<file path="config.mk">
export PLATFORM = sky130hd
export DESIGN_NAME = stream_serializer
export DESIGN_NICKNAME = d
export VERILOG_FILES = /design/src/rtl/stream_serializer.sv
export SDC_FILE = /design/constraint.sdc
export NUM_CORES = 1
export LEC_CHECK = 0
export ABC_CLOCK_PERIOD_IN_PS = 2200
export BUFFER_PORTS_ARGS = -buffer_cell sky130_fd_sc_hd__buf_2
export CORE_UTILIZATION = 53
export DETAILED_ROUTE_END_ITERATION = 8
export PLACE_DENSITY = 0.77
export SYNTH_ARGS = -nofsm -noshare
export SYNTH_HDL_FRONTEND = slang
export SYNTH_SLANG_ARGS = --single-unit
</file>
<file path="constraint.sdc">
create_clock -name clk -period 2.2 [get_ports clk]
set_input_delay 0.33 -clock clk [delete_from_list [all_inputs] [get_ports clk]]
set_output_delay 0.33 -clock clk [all_outputs]
set_load 0.005 [all_outputs]
</file>
<file path="src/rtl/stream_serializer.sv">
// Valid/ready width downsizer: one wide word in, RATIO narrow beats out,
// with out_last on the final beat and no bubble between back-to-back words.
module stream_serializer #(
   parameter int OUT_WIDTH = 8,
   parameter int RATIO     = 4,
   parameter bit LSB_FIRST = 1'b1
) (
   input  logic                       clk,
   input  logic                       reset_n,
   input  logic [OUT_WIDTH*RATIO-1:0] in_data,
   input  logic                       in_valid,
   output logic                       in_ready,
   output logic [OUT_WIDTH-1:0]       out_data,
   output logic                       out_valid,
   output logic                       out_last,
   input  logic                       out_ready
);
   localparam int IN_WIDTH = OUT_WIDTH * RATIO;
   localparam int CNT_W    = (RATIO > 1) ? $clog2(RATIO) : 1;
   localparam logic [CNT_W-1:0] LAST_BEAT = CNT_W'(RATIO - 1);

   if (RATIO < 2) begin : g_ratio_check
      $error("stream_serializer: RATIO must be at least 2");
   end

   typedef enum logic [0:0] {IDLE = 1'b0, SEND = 1'b1} state_t;

   function automatic logic [OUT_WIDTH-1:0] head_beat(input logic [IN_WIDTH-1:0] word);
      if (LSB_FIRST) head_beat = word[OUT_WIDTH-1:0];
      else           head_beat = word[IN_WIDTH-1 -: OUT_WIDTH];
   endfunction

   function automatic logic [IN_WIDTH-1:0] drop_beat(input logic [IN_WIDTH-1:0] word);
      if (LSB_FIRST) drop_beat = word >> OUT_WIDTH;
      else           drop_beat = word << OUT_WIDTH;
   endfunction

   state_t                 state_r, state_nx;
   logic [CNT_W-1:0]       cnt_r, cnt_nx;
   logic [IN_WIDTH-1:0]    shift_r, shift_nx, shifted_s;
   logic [OUT_WIDTH-1:0]   out_data_r, out_data_nx;
   logic                   out_valid_r, out_valid_nx;
   logic                   out_last_r, out_last_nx;
   logic                   reset_seen_r;
   logic                   tx_s, rx_s, last_s, in_ready_s;

   // Next-state, handshake and beat-selection logic.
   always_comb begin
      tx_s         = out_valid_r && out_ready;
      last_s       = (cnt_r == LAST_BEAT);
      in_ready_s   = !reset_seen_r && ((state_r == IDLE) || (tx_s && last_s));
      rx_s         = in_valid && in_ready_s;
      shifted_s    = drop_beat(shift_r);
      state_nx     = state_r;
      cnt_nx       = cnt_r;
      shift_nx     = shift_r;
      out_data_nx  = out_data_r;
      out_valid_nx = out_valid_r;
      out_last_nx  = out_last_r;
      // in_ready is only high in IDLE or on the last beat's transfer, so rx always means "load"
      if (rx_s) begin
         state_nx     = SEND;
         cnt_nx       = {CNT_W{1'b0}};
         shift_nx     = in_data;
         out_data_nx  = head_beat(in_data);
         out_valid_nx = 1'b1;
         out_last_nx  = 1'b0;
      end else begin
         case (state_r)
            IDLE: begin
               out_valid_nx = 1'b0;
               out_last_nx  = 1'b0;
            end
            SEND: begin
               if (tx_s) begin
                  if (last_s) begin
                     state_nx     = IDLE;
                     out_valid_nx = 1'b0;
                     out_last_nx  = 1'b0;
                  end else begin
                     cnt_nx      = cnt_r + CNT_W'(1);
                     shift_nx    = shifted_s;
                     out_data_nx = head_beat(shifted_s);
                     out_last_nx = (cnt_nx == LAST_BEAT);
                  end
               end else begin
                  state_nx = SEND;
               end
            end
            default: begin
               state_nx     = IDLE;
               cnt_nx       = {CNT_W{1'b0}};
               out_valid_nx = 1'b0;
               out_last_nx  = 1'b0;
            end
         endcase
      end
   end

   // State, beat and output registers; reset_seen blocks acceptance for one cycle after release.
   always_ff @(posedge clk or negedge reset_n) begin
      if (!reset_n) begin
         state_r      <= IDLE;
         cnt_r        <= {CNT_W{1'b0}};
         shift_r      <= {IN_WIDTH{1'b0}};
         out_data_r   <= {OUT_WIDTH{1'b0}};
         out_valid_r  <= 1'b0;
         out_last_r   <= 1'b0;
         reset_seen_r <= 1'b1;
      end else begin
         state_r      <= state_nx;
         cnt_r        <= cnt_nx;
         shift_r      <= shift_nx;
         out_data_r   <= out_data_nx;
         out_valid_r  <= out_valid_nx;
         out_last_r   <= out_last_nx;
         reset_seen_r <= 1'b0;
      end
   end

   assign in_ready  = in_ready_s;
   assign out_data  = out_data_r;
   assign out_valid = out_valid_r;
   assign out_last  = out_last_r;

`ifdef FORMAL
   stream_serializer_props #(
      .OUT_WIDTH(OUT_WIDTH), .RATIO(RATIO), .LSB_FIRST(LSB_FIRST), .CNT_W(CNT_W)
   ) u_props (
      .clk(clk), .reset_n(reset_n), .in_data(in_data), .in_valid(in_valid),
      .in_ready(in_ready_s), .out_data(out_data_r), .out_valid(out_valid_r),
      .out_last(out_last_r), .out_ready(out_ready), .send(state_r == SEND),
      .state_ok((state_r == IDLE) || (state_r == SEND)), .cnt(cnt_r),
      .reset_seen(reset_seen_r)
   );
`endif
endmodule

`ifdef FORMAL
// Property checker: protocol stability, beat accounting and word-order integrity.
module stream_serializer_props #(
   parameter int OUT_WIDTH = 8,
   parameter int RATIO     = 4,
   parameter bit LSB_FIRST = 1'b1,
   parameter int CNT_W     = 2
) (
   input logic                       clk,
   input logic                       reset_n,
   input logic [OUT_WIDTH*RATIO-1:0] in_data,
   input logic                       in_valid,
   input logic                       in_ready,
   input logic [OUT_WIDTH-1:0]       out_data,
   input logic                       out_valid,
   input logic                       out_last,
   input logic                       out_ready,
   input logic                       send,
   input logic                       state_ok,
   input logic [CNT_W-1:0]           cnt,
   input logic                       reset_seen
);
   (* anyconst *) logic [31:0] pick_idx;
   logic [31:0]                rx_cnt_r, tx_cnt_r, beat_k_s, remaining_s;
   logic [OUT_WIDTH*RATIO-1:0] pick_word_r;
   logic                       pick_seen_r;

   // Running handshake counts and capture of the chosen word.
   always_ff @(posedge clk or negedge reset_n) begin
      if (!reset_n) begin
         rx_cnt_r    <= 32'd0;
         tx_cnt_r    <= 32'd0;
         pick_word_r <= '0;
         pick_seen_r <= 1'b0;
      end else begin
         if (in_valid && in_ready) rx_cnt_r <= rx_cnt_r + 32'd1;
         else                      rx_cnt_r <= rx_cnt_r;
         if (out_valid && out_ready) tx_cnt_r <= tx_cnt_r + 32'd1;
         else                        tx_cnt_r <= tx_cnt_r;
         if (in_valid && in_ready && (rx_cnt_r == pick_idx)) begin
            pick_word_r <= in_data;
            pick_seen_r <= 1'b1;
         end else begin
            pick_word_r <= pick_word_r;
            pick_seen_r <= pick_seen_r;
         end
      end
   end

   assign remaining_s = send ? (32'(RATIO) - 32'(cnt)) : 32'd0;
   assign beat_k_s    = tx_cnt_r - (32'(RATIO) * pick_idx);

   // Immediate property checks evaluated every cycle out of reset.
   always @(posedge clk) begin
      if (reset_n) begin
         assert (state_ok);
         assert (32'(cnt) <= 32'(RATIO - 1));
         assert (out_last == (out_valid && (32'(cnt) == 32'(RATIO - 1))));
         assert (!(reset_seen && in_ready));
         assert (tx_cnt_r == (32'(RATIO) * rx_cnt_r) - remaining_s);
         if ($past(reset_n) && $past(out_valid && !out_ready)) begin
            assert (out_valid && (out_data == $past(out_data)) && (out_last == $past(out_last)));
         end
         if (pick_seen_r && out_valid && (tx_cnt_r >= 32'(RATIO) * pick_idx) && (beat_k_s < 32'(RATIO))) begin
            if (LSB_FIRST) assert (out_data == pick_word_r[beat_k_s*OUT_WIDTH +: OUT_WIDTH]);
            else           assert (out_data == pick_word_r[(32'(RATIO) - 32'd1 - beat_k_s)*OUT_WIDTH +: OUT_WIDTH]);
         end
      end
   end
endmodule
`endif

</file>
Word level (Yosys, flattened, before mapping) --
Cells that the tools add are included.
Cells by class: add/subtract/negate cells 1, $mul 0, divide/modulo/power cells 0, $lt $le $gt $ge 0, equal/unequal tests 5, shifts and indexed selects 0, mux-type cells 24, bitwise gates (word level) 1, reduce and logical (&&, ||, !) cells 10
Operators by type and width (number):
- $mux W32 | 4
- $mux W8 | 4
- $mux W1 | 10
- $mux W2 | 4
- $ne A3 B1 Y1 const B | 2
- $eq A2 B2 Y1 const B | 2
- $logic_and A1 B1 Y1 | 4
- $pmux W1 S2 | 2
- $reduce_bool A2 Y1 | 2
- $reduce_and A3 Y1 | 1
- $add A2 B1 Y2 const B | 1
- $ne A2 B2 Y1 const B | 1
- $reduce_and A2 Y1 | 1
- $logic_not A1 Y1 | 1
- $logic_or A1 B1 Y1 | 1
- $not A1 Y1 | 1
Word-level totals: register bits 46, bits in latches 0, bits in writable memories 0, bits in read-only memories 0, output and inout port bits 11, logic and storage cells 48, memories 0

Logic depth before layout (Yosys ltp) --
Gate-level depths: netlist of run 1.
depth after elaboration 7, gate-level depth with buffers 6, depth with buffers taken out 4

Worst setup path before layout of run 1 --
Ideal clock, no wire load.
path kind register to register, start point register cnt_r[1], end point register shift_r[0], arrival 1.541 ns, data required time 2.075 ns, slack 0.535 ns, stages on the path, launching flop included 6, clock period less this slack 1.665 ns, path through dfrtp_1 > ha_1 > nand4b_4 > buf_6 > mux2_4 > mux2_2
Between the ends: cells in the longest elaborated chain, start to end 7, elaborated cells between the ends (all ways) 10, classes of those cells 2 x eq/ne; 1 x mux; 7 x reduce/logical
Ends and longest elaborated chain:
- start, declared | RTL line 39 | logic [CNT_W-1:0] cnt_r, cnt_nx;
- start signal, assigned | RTL line 104 | cnt_r <= {CNT_W{1'b0}};
- start signal, assigned | RTL line 112 | cnt_r <= cnt_nx;
- $eq A2 B2 Y1 * | RTL line 50 | last_s = (cnt_r == LAST_BEAT);
- $logic_and A1 B1 Y1 | RTL line 51 | in_ready_s = !reset_seen_r && ((state_r == IDLE) || (tx_s && last_s));
- $logic_or A1 B1 Y1 | RTL line 51
- $logic_and A1 B1 Y1 | RTL line 51
- $logic_and A1 B1 Y1 | RTL line 52 | rx_s = in_valid && in_ready_s;
- $ne A2 B2 Y1 (no line) / $reduce_bool A2 Y1 (equally long branches)
- $reduce_and A3 Y1 (no line)
- end signal, assigned | RTL line 105 | shift_r <= {IN_WIDTH{1'b0}};
- end signal, assigned | RTL line 113 | shift_r <= shift_nx;
- end, declared | RTL line 40 | logic [IN_WIDTH-1:0] shift_r, shift_nx, shifted_s;
Every way passes the cells marked *; elsewhere a longest branch is shown, timed or not. A chain may end at the register's enable or synchronous reset.

Worst setup path in the final report of run 1 --
start point register cnt_r[1], end point register shift_r[16]
Same word-level chain as after synthesis.

==> results by group, run 1 <==
Floorplan
  – Die area: 0.00396 mm2
  – Die Height: roughly 63 um
  – Core area: roughly 0.0034 mm2
  – Rows: 21
  – Initial core utilization: ~57%
  – I/O Pins: 47
  – Die W: about 63 um

Synthesis
  – Register area share after synthesis: 48.4%
  – Cell variety after synth: 22
  – Ys Warns: 0
  – Post-Syn Instances: 145
  – Syn_nets: approximately 180
  – Mean area per synthesized cell: between 10 and 15 um2
  – Syn Std Cell Area: around 0.0020 mm2
  – Top cells by area, synth: dfrtp_1 (47%), mux2_2 (17%), mux2_4 (14%)
  – Yosys top cell area share: 47.1%
  – Synthesized flop and latch total: 38
  – Post-synth top area cell: dfrtp_1

Final layout
  – Layout cells sized above 1: between 50% and 60%
  – Register area: roughly 950 um2
  – Fill cell count: 263
  – Layout Area Growth over Synthesis: 15.2%
  – Nets: around 220
  – Antenna Cells: 0
  – Layout Utilization: between 60 and 70%
  – Footprint of the multi-input gates: around 870 um2

Timing
  – Layout Skew: around 0.0055 ns
  – Rel. slew slack: ~44%
  – Final setup fails: 0
  – Worst-margin pin slew: roughly 0.84 ns
  – Crit path time final: a little under 2 ns
  – Tcrit/Tclk final: approximately 88%
  – Max-slew violation count: 0
  – RSZ-0062 raised after global routing: no
  – Final hold vios: 0
  – Max frequency: ~0.52 GHz
  – Setup WS post-layout: approximately 0.27 ns
  – Setup TNS: 0 ns

Clock tree
  – CTS Buf Count: 5
  – TritonCTS Sinks: 38
  – CTS tree: yes
  – # H-tree levels: 2
  – Post-CTS setup buffers: 0
  – Hold buffer count at cts: 0
  – Clock Path Buffers: 2
  – Clk pin slew, worst setup/hold paths: ~0.07 ns
  – Worst-Skew Late Latency: 0.29 ns
  – Post-cts sizing count: 0
  – Root Driver: clkbuf_8

GRT
  – Grt ovf: 0
  – Initial antenna violation count: 0
  – First-pass GRT wire length: roughly 5400 um
  – GRT Total Usage: a little under a fifth
  – Vias in the first global route: roughly 1.2k
  – Largest net degree at the start of global routing: 39

Worst hold path
  – Worst hold path type: in -> async

Drt
  – DR pass1 iterations: 2
  – Wire length per cell: roughly 13 um
  – Remaining DRCs: 0
  – Routed Wire Length: around 3100 um
  – 1st-iter DRT viols: 34
  – Vias per cell: around 5
  – Vias: 1172
  – Antenna Nets Post-Route: 0

Worst setup path
  – Worst Setup End Kind: register
  – Setup crit start kind: register
  – CP required: roughly 2.4 ns
  – Worst r2r path cells: 5
  – RR Startpoint: cnt_r[1]
  – Crit Path Category: reg -> reg
  – Reg2reg end: shift_r[16]
  – Reg2reg setup slack: approximately 0.27 ns
  – Crit path DAT: 2.10 ns
  – Critical Path Fanout Max: 35

Job
  – MaxCap Viol Count: 0

Power
  – Leak pwr: 1.18 nW
  – Maximum VDD drop: roughly 0.40 mV
  – Pwr per Cell Area: approximately 1100 mW/mm2
  – Final Power: approximately 2.5 mW

Place
  – Pre-CTS WS: ~0.27 ns
  – I/O Buffers: between 40 and 50
  – Detailed Place HPWL: 2160 um
  – GPL Wtd Cong: 0.801

Outcome
  – Status: finished clean
==> how the worst max path moves through the flow <==
stage | startpoint | endpoint | slack (ns) | depth (start not counted)
final | cnt_r[1] | shift_r[16] | 0.27 | 5
after global routing | cnt_r[1] | shift_r[17] | 0.17 | 5
after CTS | cnt_r[1] | shift_r[12] | 0.26 | 5
after detailed placement | cnt_r[1] | shift_r[12] | 0.27 | 5
after global placement | cnt_r[1] | shift_r[15] | 0.35 | 5
after floorplan | cnt_r[1] | shift_r[0] | 0.53 | 5
==> metrics by stage <==
| stage | cells | hold WS (ns) | area [um2] |
|---|---|---|---|
| after floorplan | 145 | 0.0344 | 1970 |
| after global placement | 225 | 0.461 | 2170 |
| after detailed placement | 225 | 0.475 | 2170 |
| after CTS | 233 | 0.156 | 2260 |
| after global routing | 233 | 0.200 | 2260 |
| final | 233 | 0.144 | 2260 |
==> cell usage in the layout, fill, tap and decap left out <==
| cell type | synthesis | final |
|---|---|---|
| a21oi_4 | 1 | 1 |
| xnor2_1 | 1 | 1 |
| conb_1 | 1 | 1 |
| buf_12 | 0 | 1 |
| dfstp_2 | 1 | 1 |
| nand4b_4 | 1 | 1 |
| mux2_4 | 18 | 18 |
| nand3_1 | 1 | 1 |
| ha_1 | 2 | 2 |
| nor3b_1 | 1 | 1 |
| a31o_1 | 1 | 1 |
| mux2i_1 | 9 | 9 |
| buf_2 | 2 | 46 |
| dfrtp_1 | 37 | 37 |
| buf_4 | 10 | 1 |
| or2_0 | 1 | 1 |
| clkinv_2 | 0 | 1 |
| inv_1 | 9 | 9 |
| nor2_1 | 1 | 1 |
| nand2_1 | 13 | 13 |
| nand2b_1 | 1 | 1 |
| mux2_2 | 30 | 30 |
| clkbuf_1 | 0 | 1 |
| a21oi_1 | 2 | 2 |
| clkbuf_8 | 0 | 6 |
==> cell families after synthesis <==
family / count (synthesis) / share of synthesized area, %
buffers and inverters: 23 / 7.19
other: 1 / 0.191
adder cells (fa/ha/maj): 2 / 1.27
AO/OA/AOI/OAI: 4 / 1.78
multiplexers: 57 / 35.5
AND/OR/NAND/NOR: 19 / 5.16
XOR/XNOR: 1 / 0.446
flip-flops: 38 / 48.4
==> synthesized netlist by cell type <==
cell       n
mux2i_1    9
or2_0      1
a31o_1     1
xnor2_1    1
a21oi_1    2
dfstp_2    1
buf_4     10
mux2_2    30
inv_1      9
nor3b_1    1
buf_6      2
mux2_4    18
nand2_1   13
nand3_1    1
nand4b_4   1
nand2b_1   1
a21oi_4    1
conb_1     1
buf_2      2
ha_1       2
dfrtp_1   37
nor2_1     1
==> routing by layer <==
metal / track usage (%) / routed length, um
met1: 21.6 / 1370
met3: 6.57 / 171
met4: 11.0 / 104
met5: 0 / 0
met2: 28.1 / 1500
==> critical path, stage by stage, from the launching register on <==
cell      delay, ns
dfrtp_1        0.37
ha_1           0.20
nand4b_4       0.14
buf_4          0.44
mux2_2         0.39
mux2_2         0.25
==> sequential cells by signal, indices dropped and copies added (netlist names) <==
signal and count:
out_valid 1, cnt_r 2, shift_r 32, out_last 1, state_r 1, reset_seen_r 1
==> power by group <==
part           switching, mW  internal (mW)  total [mW]
Sequential             0.159          0.981        1.14
Combinational          0.269          0.578       0.847
Clock                  0.234          0.253       0.486
Total                  0.662           1.81        2.47
==> final cells by class <==
cell class,count,share of cell area [%]
clock inverter,1,0.221
inverter,9,1.49
sequential,38,42.0
multi-input combinational,84,38.5
timing repair buffer,48,11.4
tap,46,2.54
clock buffer,7,3.81
Note: power is estimated with default switching activity, not from simulation.
==> inputs of run 2 (changes only) <==
==> config.mk (replaced) <==
export PLATFORM = sky130hd
export DESIGN_NAME = stream_serializer
export DESIGN_NICKNAME = d
export VERILOG_FILES = /design/src/rtl/stream_serializer.sv
export SDC_FILE = /design/constraint.sdc
export NUM_CORES = 1
export LEC_CHECK = 0
export ABC_CLOCK_PERIOD_IN_PS = 2400
export BUFFER_PORTS_ARGS = -buffer_cell sky130_fd_sc_hd__buf_2
export CORE_UTILIZATION = 57
export DETAILED_ROUTE_END_ITERATION = 8
export PLACE_DENSITY = 0.82
export SYNTH_ARGS = -nofsm -noshare
export SYNTH_HDL_FRONTEND = slang
export SYNTH_SLANG_ARGS = --single-unit
==> constraint.sdc (replaced) <==
create_clock -name clk -period 2.4 [get_ports clk]
set_input_delay 0.36 -clock clk [delete_from_list [all_inputs] [get_ports clk]]
set_output_delay 0.36 -clock clk [all_outputs]
set_load 0.005 [all_outputs]
==> run 2 against run 1 <==
Net effect: die area is 6.8% lower; clock power is 39% lower; critical path depth unchanged; utilization up 5.0 points; combinational power is 7.3% lower; register-to-register slack gained 0.18 ns; global-route usage is 1.7 points higher; final area is 1.5% lower; worst hold slack lost 0.027 ns; routed wire length is 2.2% higher; non-clock buffer count up 2; sequential share of layout area up 0.64 points; critical path type unchanged; critical endpoint is now shift_r[9]; largest cell class unchanged.
==> results by group, run 2 (synthesis gave the netlist of run 1 again) <==
Outcome
  – Status: finished clean

GRT
  – Grt ovf: 0
  – Initial antenna violation count: 0
  – Largest net degree at the start of global routing: 39
  – Vias in the first global route: 1175
  – GRT Total Usage: 19.9%
  – First-pass GRT wire length: 5220 um

Timing
  – Layout Skew: approximately 0.012 ns
  – Max-slew violation count: 0
  – Setup WS post-layout: between 0.4 and 0.5 ns
  – Hold slack final: about 0.12 ns
  – RSZ-0062 raised after global routing: no
  – Max frequency: between 0.5 and 0.6 GHz
  – Setup TNS: 0 ns
  – Crit path time final: just under 2 ns
  – Tcrit/Tclk final: 81.3%
  – Rel. slew slack: ~44%
  – Final hold vios: 0
  – Final setup fails: 0
  – Worst-margin pin slew: roughly 0.84 ns

Place
  – Pre-CTS WS: ~0.46 ns
  – GPL Wtd Cong: 0.751
  – Post-Place Cells: between 200 and 250
  – I/O Buffers: 46
  – Detailed Place HPWL: roughly 2400 um

Floorplan
  – Rows: 20
  – Die area: roughly 0.0037 mm2
  – Initial core utilization: just over 60%
  – Core area: roughly 0.0032 mm2
  – I/O Pins: between 40 and 50
  – Die Height: just over 60 um
  – Die W: 60.7 um

Clock tree
  – Worst-Skew Late Latency: 0.33 ns
  – CTS Buf Count: 5
  – Clk pin slew, worst setup/hold paths: 0.11 ns
  – Root Driver: clkbuf_4
  – Clock Path Buffers: 2
  – Post-CTS setup buffers: 0
  – Post-cts sizing count: 0
  – TritonCTS Sinks: 38
  – # H-tree levels: 2
  – Hold buffer count at cts: 0
  – CTS tree: yes

Power
  – Leak pwr: between 1 and 1.5 nW
  – Final Power: between 2 and 2.5 mW
  – Pwr per Cell Area: roughly 950 mW/mm2
  – Maximum VDD drop: ~0.58 mV

Drt
  – Remaining DRCs: 0
  – Wire length per cell: roughly 14 um
  – Antenna Nets Post-Route: 0
  – 1st-iter DRT viols: 44
  – DR pass1 iterations: 3
  – Routed Wire Length: ~3200 um
  – Vias: ~1.2k
  – Vias per cell: between 5 and 6

Final layout
  – Reg with most FFs: shift_r
  – Most frequent cells in the layout: buf_2 (46), dfrtp_1 (37), mux2_2 (30), mux2_4 (18), nand2_1 (13)
  – Max reg flops: 32
  – Post-Layout Cell Count: 232
  – Nets: roughly 230
  – Layout Area Growth over Synthesis: 13.5%
  – Most common cell after layout, fill and taps aside: buf_2
  – Fill cell count: 242
  – Antenna Cells: 0
  – Biggest regs: shift_r x32, cnt_r x2
  – Layout cells sized above 1: a little under three fifths

Worst setup path
  – Critical Path Fanout Max: 15
  – Crit-path leading delay family: multiplexers
  – Worst path max stage delay: 0.42 ns
  – Crit Path Category: reg -> reg
  – Worst Setup End Kind: register
  – Setup crit start kind: register
  – RR Startpoint: cnt_r[1]
  – CP required: between 2 and 3 ns
  – Worst r2r path cells: 5
  – Crit-path slowest cell: dfrtp_1
  – Reg2reg setup slack: roughly 0.45 ns
  – Crit path DAT: around 2.2 ns
  – WP buf/inv: 1
  – Critical Path Start: cnt_r[1]
  – Reg2reg end: shift_r[9]
  – CP Cell Sequence: ha_1, nand4b_4, buf_4, mux2_4, mux2_2

Job
  – MaxCap Viol Count: 0

Worst hold path
  – Worst hold path type: in -> async
==> run 2: cell types whose count changed in the layout (fill, tap and decap cells not counted), sizes merged <==
cell / previous run / this run
buf: 48 / 50
clkinv: 1 / 0
==> run 2: worst max-delay path by stage <==
stage                   to  slack (ns)  depth (start not counted)
2_1_floorplan   shift_r[0]        0.73                          5
3_3_place_gp   shift_r[23]        0.54                          5
6_report        shift_r[9]        0.45                          5
5_1_grt         shift_r[9]        0.37                          5
3_5_place_dp    shift_r[9]        0.46                          5
4_1_cts         shift_r[9]        0.43                          5
==> run 2: final cells by class <==
class / count / area (um2) / share of cell area (%)
flip-flops and latches: 38 / 952 / 42.7
multi-input cells: 84 / 872 / 39.1
repair buffers: 50 / 273 / 12.2
well taps: 44 / 55.1 / 2.47
clock buffers: 7 / 45.0 / 2.02
inverters: 9 / 33.8 / 1.51
==> run 2: metrics by stage <==
| step | util [%] | area [um2] |
|---|---|---|
| after floorplan | - | 1970 |
| after global routing | 70.8 | 2230 |
| final | 70.8 | 2230 |
| after CTS | 70.8 | 2230 |
| after detailed placement | 69.3 | 2190 |
| after global placement | 69.3 | 2190 |
==> run 2: layer usage <==
layer  global-route usage, %  share of wire [%]
met1                    24.4                 42
met2                    32.8                 52
met3                    5.54                4.4
met4                    9.42               0.97
met5                       0                  0
==> run 2: power by group <==
part | total (mW) | internal, mW | switching [mW]
combinational | 0.785 | 0.535 | 0.250
clock | 0.298 | 0.111 | 0.187
sequential | 1.05 | 0.897 | 0.150
total | 2.13 | 1.54 | 0.587
